`src/rtl/lockpick_host_driver.sv`:
```
// Host-side initiator for the lockpick game core: start pulse, 32 key bytes out, 16 result bytes in.
// Optional watchdog on the response phase is enabled by defining LOCKPICK_HOST_TIMEOUT_EN.
module lockpick_host_driver #(
    parameter int MSG_BYTES = 16,
    parameter int TIMEOUT   = 1024
) (
    input  logic                     clk,
    input  logic                     rst_n,
    input  logic                     go,
    input  logic [8*MSG_BYTES-1:0]   key_a,
    input  logic [8*MSG_BYTES-1:0]   key_b,
    output logic                     start,
    output logic                     input_enable,
    output logic [7:0]               input_data,
    input  logic                     output_valid,
    input  logic [7:0]               output_data,
    input  logic [1:0]               status,
    output logic                     busy,
    output logic                     done,
    output logic [1:0]               result,
    output logic [8*MSG_BYTES-1:0]   rx_msg,
    output logic                     msg_ok,
    output logic                     in_session,
    output logic                     timed_out
);

    localparam int MSG_W = 8 * MSG_BYTES;

    typedef enum logic [2:0] {IDLE, START, SEND, WAIT, RECV, DONE} state_t;

    state_t             state, next_state;
    logic [5:0]         idx;
    logic [4:0]         idx_next;
    logic [3:0]         rx_cnt;
    logic [MSG_W-1:0]   key_a_q, key_b_q;
    logic [2*MSG_W-1:0] keys_q;
    logic [MSG_W-1:0]   last_msg;
    logic               wd_hit;

    assign keys_q   = {key_b_q, key_a_q};
    assign idx_next = idx[4:0] + 5'd1;
    // Full message as it will look once the final byte lands, so msg_ok appears together with done
    assign last_msg = {output_data, rx_msg[MSG_W-9:0]};

    function automatic logic msg_match(input logic [1:0] res, input logic [MSG_W-1:0] msg);
        case (res)
            2'b01:   return msg == {(MSG_W/16){16'hBAD0}};
            2'b10:   return msg == {(MSG_W/16){16'hFACE}};
            2'b11:   return msg == {(MSG_W/16){16'hDEAD}};
            default: return 1'b0;
        endcase
    endfunction

`ifdef LOCKPICK_HOST_TIMEOUT_EN
    logic [10:0] wdog;

    always_ff @(posedge clk or negedge rst_n) begin
        if (!rst_n)
            wdog <= '0;
        else if ((state == WAIT || state == RECV) && !output_valid)
            wdog <= wdog + 11'd1;
        else
            wdog <= '0;
    end

    assign wd_hit = (state == WAIT || state == RECV) && !output_valid &&
                    (wdog == 11'(TIMEOUT - 1));
`else
    assign wd_hit = 1'b0;
`endif

    always_ff @(posedge clk or negedge rst_n) begin
        if (!rst_n) state <= IDLE;
        else        state <= next_state;
    end

    always_comb begin
        next_state = state;
        case (state)
            IDLE:  if (go) next_state = in_session ? SEND : START;
            START: next_state = SEND;
            SEND:  if (idx == 6'd31) next_state = WAIT;
            WAIT:  if (output_valid) next_state = RECV;
                   else if (wd_hit) next_state = DONE;
            RECV:  if (output_valid && rx_cnt == 4'd15) next_state = DONE;
                   else if (wd_hit) next_state = DONE;
            DONE:  next_state = IDLE;
            default: next_state = IDLE;
        endcase
    end

    // Outputs are loaded on the edge entering each state so they line up with it
    always_ff @(posedge clk or negedge rst_n) begin
        if (!rst_n) begin
            key_a_q      <= '0;
            key_b_q      <= '0;
            idx          <= '0;
            rx_cnt       <= '0;
            start        <= 1'b0;
            input_enable <= 1'b0;
            input_data   <= '0;
            busy         <= 1'b0;
            done         <= 1'b0;
            result       <= '0;
            rx_msg       <= '0;
            msg_ok       <= 1'b0;
            in_session   <= 1'b0;
            timed_out    <= 1'b0;
        end else begin
            case (state)
                IDLE: begin
                    if (go) begin
                        key_a_q   <= key_a;
                        key_b_q   <= key_b;
                        busy      <= 1'b1;
                        rx_msg    <= '0;
                        msg_ok    <= 1'b0;
                        timed_out <= 1'b0;
                        idx       <= '0;
                        rx_cnt    <= '0;
                        if (in_session) begin
                            input_enable <= 1'b1;
                            input_data   <= key_a[7:0];
                        end else begin
                            start <= 1'b1;
                        end
                    end
                end
                START: begin
                    start        <= 1'b0;
                    input_enable <= 1'b1;
                    input_data   <= key_a_q[7:0];
                end
                SEND: begin
                    if (idx == 6'd31) begin
                        input_enable <= 1'b0;
                        input_data   <= '0;
                    end else begin
                        idx        <= idx + 6'd1;
                        input_data <= keys_q[8*idx_next +: 8];
                    end
                end
                WAIT, RECV: begin
                    if (output_valid) begin
                        rx_msg[8*rx_cnt +: 8] <= output_data;
                        rx_cnt                <= rx_cnt + 4'd1;
                        if (state == WAIT)
                            result <= status;
                        if (state == RECV && rx_cnt == 4'd15) begin
                            done       <= 1'b1;
                            busy       <= 1'b0;
                            msg_ok     <= msg_match(result, last_msg);
                            in_session <= (result == 2'b01);
                        end
                    end else if (wd_hit) begin
                        done       <= 1'b1;
                        busy       <= 1'b0;
                        result     <= 2'b00;
                        timed_out  <= 1'b1;
                        msg_ok     <= 1'b0;
                        in_session <= 1'b0;
                    end
                end
                DONE: done <= 1'b0;
                default: ;
            endcase
        end
    end

endmodule

```
`config.mk`:
```
export PLATFORM = sky130hd
export DESIGN_NAME = lockpick_host_driver
export DESIGN_NICKNAME = d
export VERILOG_FILES = /design/src/rtl/lockpick_host_driver.sv
export SDC_FILE = /design/constraint.sdc
export NUM_CORES = 1
export LEC_CHECK = 0
export BUFFER_PORTS_ARGS = -buffer_cell sky130_fd_sc_hd__buf_2
export CORE_UTILIZATION = 25
export CTS_CLUSTER_DIAMETER = 150
export CTS_CLUSTER_SIZE = 30
export DETAILED_ROUTE_END_ITERATION = 6
export GPL_ROUTABILITY_DRIVEN = 0
export PLACE_DENSITY = 0.46
export SYNTH_ARGS = -nofsm -noshare
export SYNTH_HDL_FRONTEND = slang
export SYNTH_SLANG_ARGS = --single-unit
```
`constraint.sdc`:
```
create_clock -name clk -period 5.2 [get_ports clk]
set_clock_uncertainty 0.15 [all_clocks]
set_input_delay 0.52 -clock clk [delete_from_list [all_inputs] [get_ports clk]]
set_output_delay 0.52 -clock clk [all_outputs]
set_load 0.1 [all_outputs]
```
# == Yosys cells after proc, flatten, opt, wreduce, memory -nomap -nowiden ==
# Cells that the tools add are included.
# totals
wordCells,102
reg_bits,413
output_inout_bits,145
in_bits,270
# classes
n_eq_ne,22
muxes,39
reduce_logical,20
n_shift,3
addsub,4
# ops
operator,n
"128-bit == test, second input constant",3
128-bit 2-to-1 mux,2
128-bit one-hot mux with 2 select lines,1
256-bit by 9-bit variable part select with 8-bit output,1
128-bit bitwise mux,1
"8-bit by 34-bit variable shift with 128-bit output, first input constant",1
8-bit by 34-bit variable part select with 128-bit output,1
7-bit negation with 34-bit output,1
8-bit 2-to-1 mux,3
8-bit one-hot mux with 3 select lines,1
3-bit AND reduction,7
"2-bit != test, second input constant",9
3-bit one-hot mux with 5 select lines,1
1-bit 2-to-1 mux,13
3-bit 2-to-1 mux,4
6-bit 2-to-1 mux,2
6-bit one-hot mux with 2 select lines,1
4-bit AND reduction,3
4-bit 2-to-1 mux,2
1-bit one-hot mux with 2 select lines,4
4-bit one-hot mux with 2 select lines,1
2-bit nonzero test,4
"6-bit by 1-bit adder with 6-bit output, second input constant",1
"3-bit by 2-bit == test with 1-bit output, second input constant",2
other kinds (15),19

# == Longest topological paths before layout ==
# logic_depth
ltp_word,5
depth_mapped,11
depth_no_buf,8

# == Least setup slack after synthesis ==
# No wires, ideal clock.
# synth_path
kind,register to register
startpoint,reg result[0]
endpoint,reg msg_ok
stages_incl_launch_ff,8
arrival_time_ns,2.510
required_time_ns,4.980
n_path_buf,1
setup_slack_ns,2.470
setup_time_ns,0.070
synth_period_minus_slack_ns,2.730
cell_sequence,dfrtp_1 -> nand2_2 -> buf_2 -> nor4b_2 -> o22ai_1 -> or4_1 -> nor4_1 -> mux2_1
# synth_between
elab_chain_cells,5
elab_cells_between_ends,7
classes_between,3 x eq/ne; 4 x mux
# synth_lines
element,line_no,rtl
start: declaration,20,"output logic [1:0] result,"
start signal: assignment,148,result <= status;
2-bit == test / 2-bit by 1-bit == test with 1-bit output (equally long branches),46,case (res)
1-bit one-hot mux with 3 select lines *,46,
1-bit 2-to-1 mux *,149,if (state == RECV && rx_cnt == 4'd15) begin
1-bit 2-to-1 mux *,144,if (output_valid) begin
1-bit one-hot mux with 2 select lines *,110,case (state)
end signal: assignment,152,"msg_ok <= msg_match(result, last_msg);"
end: declaration,22,"output logic msg_ok,"
# Every way passes the cells marked *; elsewhere a longest branch is shown, timed or not. The select of a mux whose other input is x is not followed.
# A chain may end at the register's enable or synchronous reset.

# == Worst setup path after layout ==
# layout_path
startpoint,reg idx[0]
endpoint,reg input_data[2]
# layout_between
elab_chain_cells,4
elab_cells_between_ends,5
classes_between,1 x add/sub; 1 x eq/ne; 1 x shift; 2 x mux
# layout_lines
element,line_no,rtl
start: declaration,32,logic [5:0] idx;
start signal: assignment,139,idx <= idx + 6'd1;
5-bit by 1-bit adder with 5-bit output,41,assign idx_next = idx[4:0] + 5'd1;
256-bit by 9-bit variable part select with 8-bit output,140,input_data <= keys_q[8*idx_next +: 8];
8-bit 2-to-1 mux *,135,if (idx == 6'd31) begin
8-bit one-hot mux with 3 select lines *,110,
end signal: assignment,123,input_data <= key_a[7:0];
end signal: assignment,132,input_data <= key_a_q[7:0];
end signal: assignment,140,
end: declaration,14,"output logic [7:0] input_data,"
# Every way passes the cells marked *; elsewhere a longest branch is shown, timed or not.

==> flow_metrics.env <==
export IMPL_p_leak_nw=11.4
export IMPL_grt_max_degree=154
export IMPL_critPathMaxStageDelay_ns=0.85
export IMPL_synthCells=1920
export IMPL_ys_seq_area_frac=0.552
export IMPL_synth_top_flop_cell="dfrtp_1"
export IMPL_ys_ff_latch=413
export IMPL_antenna_cells=0
export IMPL_crit_buf_inv=0
export IMPL_worstSetupPathType="register to register"
export IMPL_worst_path_max_delay_cell="ha_4"
export IMPL_grt_pass1_vias=15500
export IMPL_drc=0
export IMPL_async_reset_ff_frac=1.00
export IMPL_crit_family="multiplexers"
export IMPL_crit_top_cell="mux4_2"
export IMPL_synth_avg_cell_area_um2=9.75
export IMPL_reg2reg_from="idx[0]$_DFFE_PN0P_"
export IMPL_wl_per_cell_um=20.2
export IMPL_critPathArrivalTime_ns=3.44
export IMPL_die_h_um=276
export IMPL_grtUsageMet2=0.283
export IMPL_clock_latency_ns=0.55
export IMPL_r2r_end="input_data[2]$_DFFE_PN0P_"
export IMPL_path_max_fanout=49
export IMPL_yosysUniqueCellTypes=67
export IMPL_yosysTopAreaCell="dfrtp_1"
export IMPL_path_clk_slew_ns=0.13
export IMPL_clock_sinks=413
export IMPL_rsz0062_at_grt="no"
export IMPL_viasPerCell=4.78
export IMPL_slew_viol_final=0
export IMPL_grt_pass1_wl_mm=99.3
export IMPL_endpoint_kind="register"
export IMPL_ios=415
export IMPL_finalCritPeriodShare=0.612
export IMPL_post_cts_buffers=0
export IMPL_drtPass1Iterations=6
export IMPL_grt_overflow_total=0
export IMPL_netlist_area_leader_share=0.552
export IMPL_cellPowerDensity_nw_per_um2=528
export IMPL_grt_usage=0.172
export IMPL_place_inst=3196
export IMPL_area_growth_pct=24.2
export IMPL_antenna_found_initial=1
export IMPL_cap_violations=0
export IMPL_root_buffer="clkbuf_16"
export IMPL_ys_warn_count=0
export IMPL_final_cells=3320
export IMPL_wirelength_mm=67.0
export IMPL_crit_chain="ha_4, mux4_2, mux4_2, o2111ai_1, o211ai_1"
export IMPL_worstSetupPathDepth=5
export IMPL_relSlewSlack=0.180
export IMPL_worst_pin_slew_ns=1.23
export IMPL_tritoncts="yes"
export IMPL_setup_worst_path_end="input_data[2]$_DFFE_PN0P_"
export IMPL_vdd_drop_max_mv=0.235
export IMPL_die_w_um=276
export IMPL_fp_row_count=99
export IMPL_synth_edff_count=0
export IMPL_fin_setup_tns_ns=0
export IMPL_hpwlAfterDp_mm=49.8
export IMPL_hold_ws_ns=0.0321
export IMPL_drt_iter0_markers=1290
export IMPL_gr_max_usage_layer="met2"
export IMPL_synth_top_cells_by_area="dfrtp_1 55%, nand2_1 18%, mux4_2 8.4%, clkbuf_1 1.8%, a32o_1 1.7%"
export IMPL_cts_buffers_inserted=17
export IMPL_hold_viol=0
export IMPL_cts_hold_repair_buffers=102
export IMPL_io_buffer_count=413
export IMPL_hp_class="input pin to register"
export IMPL_max_clock_freq_mhz=314
export IMPL_crit_required_ns=5.46
export IMPL_clock_path_buffers=3
export IMPL_core_um2=73600
export IMPL_worstRegToRegCells=5
export IMPL_grt_use_met3=0.0284
export IMPL_r2r_setup_slack_ns=2.02
export IMPL_status="completed"
export IMPL_final_nets=2632
export IMPL_fin_crit_ns=3.18
export IMPL_cts_resized=0
export IMPL_drive_above_1_share=0.231
export IMPL_crit_start="idx[0]$_DFFE_PN0P_"
export IMPL_met1_usage=0.240
export IMPL_synth_net_count=2194
export IMPL_antenna_left=0
export IMPL_start_util=0.255
export IMPL_start_kind="register"
export IMPL_setup_viol=0
export IMPL_synth_area_um2=18700
export IMPL_route_vias_total=15900
export IMPL_dieArea_um2=76000
export IMPL_cts_htree_levels=1
## cells in the final DEF (no fill, tap or decap), types with 12 or more instances in the layout
cell	count
nand2_1	883
dfrtp_1	412
buf_2	412
dlygate4sd3_1	102
mux4_2	70
nand3_1	49
o21ai_1	45
o2bb2ai_1	32
a32o_1	32
nor2_1	29
o21ai_0	27
a22o_1	25
nand4b_1	20
clkbuf_16	17
inv_1	16
buf_4	16
nand4_1	14
a21oi_1	12
## flip-flops by register name, summed over array words and instances (netlist names), 2 cells and up
| name | count |
|---|---|
| rx_msg | 128 |
| state | 3 |
| input_data | 8 |
| idx | 6 |
| key_b_q | 128 |
| result | 2 |
| rx_cnt | 4 |
| key_a_q | 128 |
## tightest hold or removal path, stage by stage
cell	delay, ns
buf_2	0.08
nand2_1	0.05
nand2_1	0.05
## final cells by class
class	instances	area (um^2)
clock buffer	21	450
fill	7752	50300
inverter	17	63.8
clock inverter	1	5.00
multi-input combinational	1374	7910
tap	959	1200
sequential	413	10300
timing repair buffer	535	3300
## worst min path at each step
stage	endpoint	cells after the start	startpoint	slack (ns)
after floorplan	busy$_DFFE_PN0P_	0	rst_n	0.07
after global placement	key_b_q[72]$_DFFE_PN0P_	2	key_b_q[72]$_DFFE_PN0P_	0.30
after detailed placement	key_b_q[88]$_DFFE_PN0P_	2	key_b_q[88]$_DFFE_PN0P_	0.31
after CTS	key_a_q[88]$_DFFE_PN0P_	3	key_a[88]	0.0001
after global routing	key_a_q[68]$_DFFE_PN0P_	3	key_a[68]	0.003
final	key_a_q[12]$_DFFE_PN0P_	3	key_a[12]	0.03
## where the power goes
part           internal (mW)  switching, mW  leakage, nW  total [mW]
Combinational           2.07           3.51         5.86        5.58
Clock                  0.624           1.05        0.224        1.67
Sequential              4.26          0.762         5.33        5.03
## routing by layer
| layer | routed length [um] | up-vias | part of all wire |
|---|---|---|---|
| li1 | - | 7389 | - |
| met2 | 32100 | 484 | 0.48 |
| met5 | 13 | - | 0.00019 |
| met3 | 4000 | 46 | 0.060 |
| met4 | 937 | 2 | 0.014 |
| met1 | 29900 | 7954 | 0.45 |
## metrics by stage
step,instance area (um^2),total power [mW],utilization,setup slack (ns)
floorplan,18700,8.80,-,2.47
global placement,21800,10.6,0.296,2.05
detailed placement,21800,10.7,0.296,1.99
CTS,23300,12.5,0.316,1.97
global route,23300,13.2,0.316,1.74
finish,23300,12.3,0.316,2.02
## cells in the mapped netlist (5+ instances only)
cell       instances
nand2_1          883
dfrtp_1          413
clkbuf_1          89
mux4_2            70
nand3_1           49
o21ai_1           45
a32o_1            32
o2bb2ai_1         32
nor2_1            29
o21ai_0           27
a22o_1            25
nand4b_1          20
buf_2             16
inv_1             16
nand4_1           14
a21oi_1           12
buf_1              9
a22oi_1            8
nor4bb_1           8
o2111ai_1          7
o211ai_1           7
nand2b_1           6
nor4_1             6
nor4b_1            6
and2_1             5
nor3_1             5
o22ai_1            5
## logic make-up after synthesis
kind of cell	count (synthesis)	synth area share
compound gates	219	0.0859
simple gates	1065	0.239
mux	77	0.0882
flops	413	0.552
other cells	1	0.000200
fa+ha+maj	4	0.00267
xor+xnor	8	0.00374
buf+inv	133	0.0281
No activity file was read; power rests on OpenSTA's default activity.
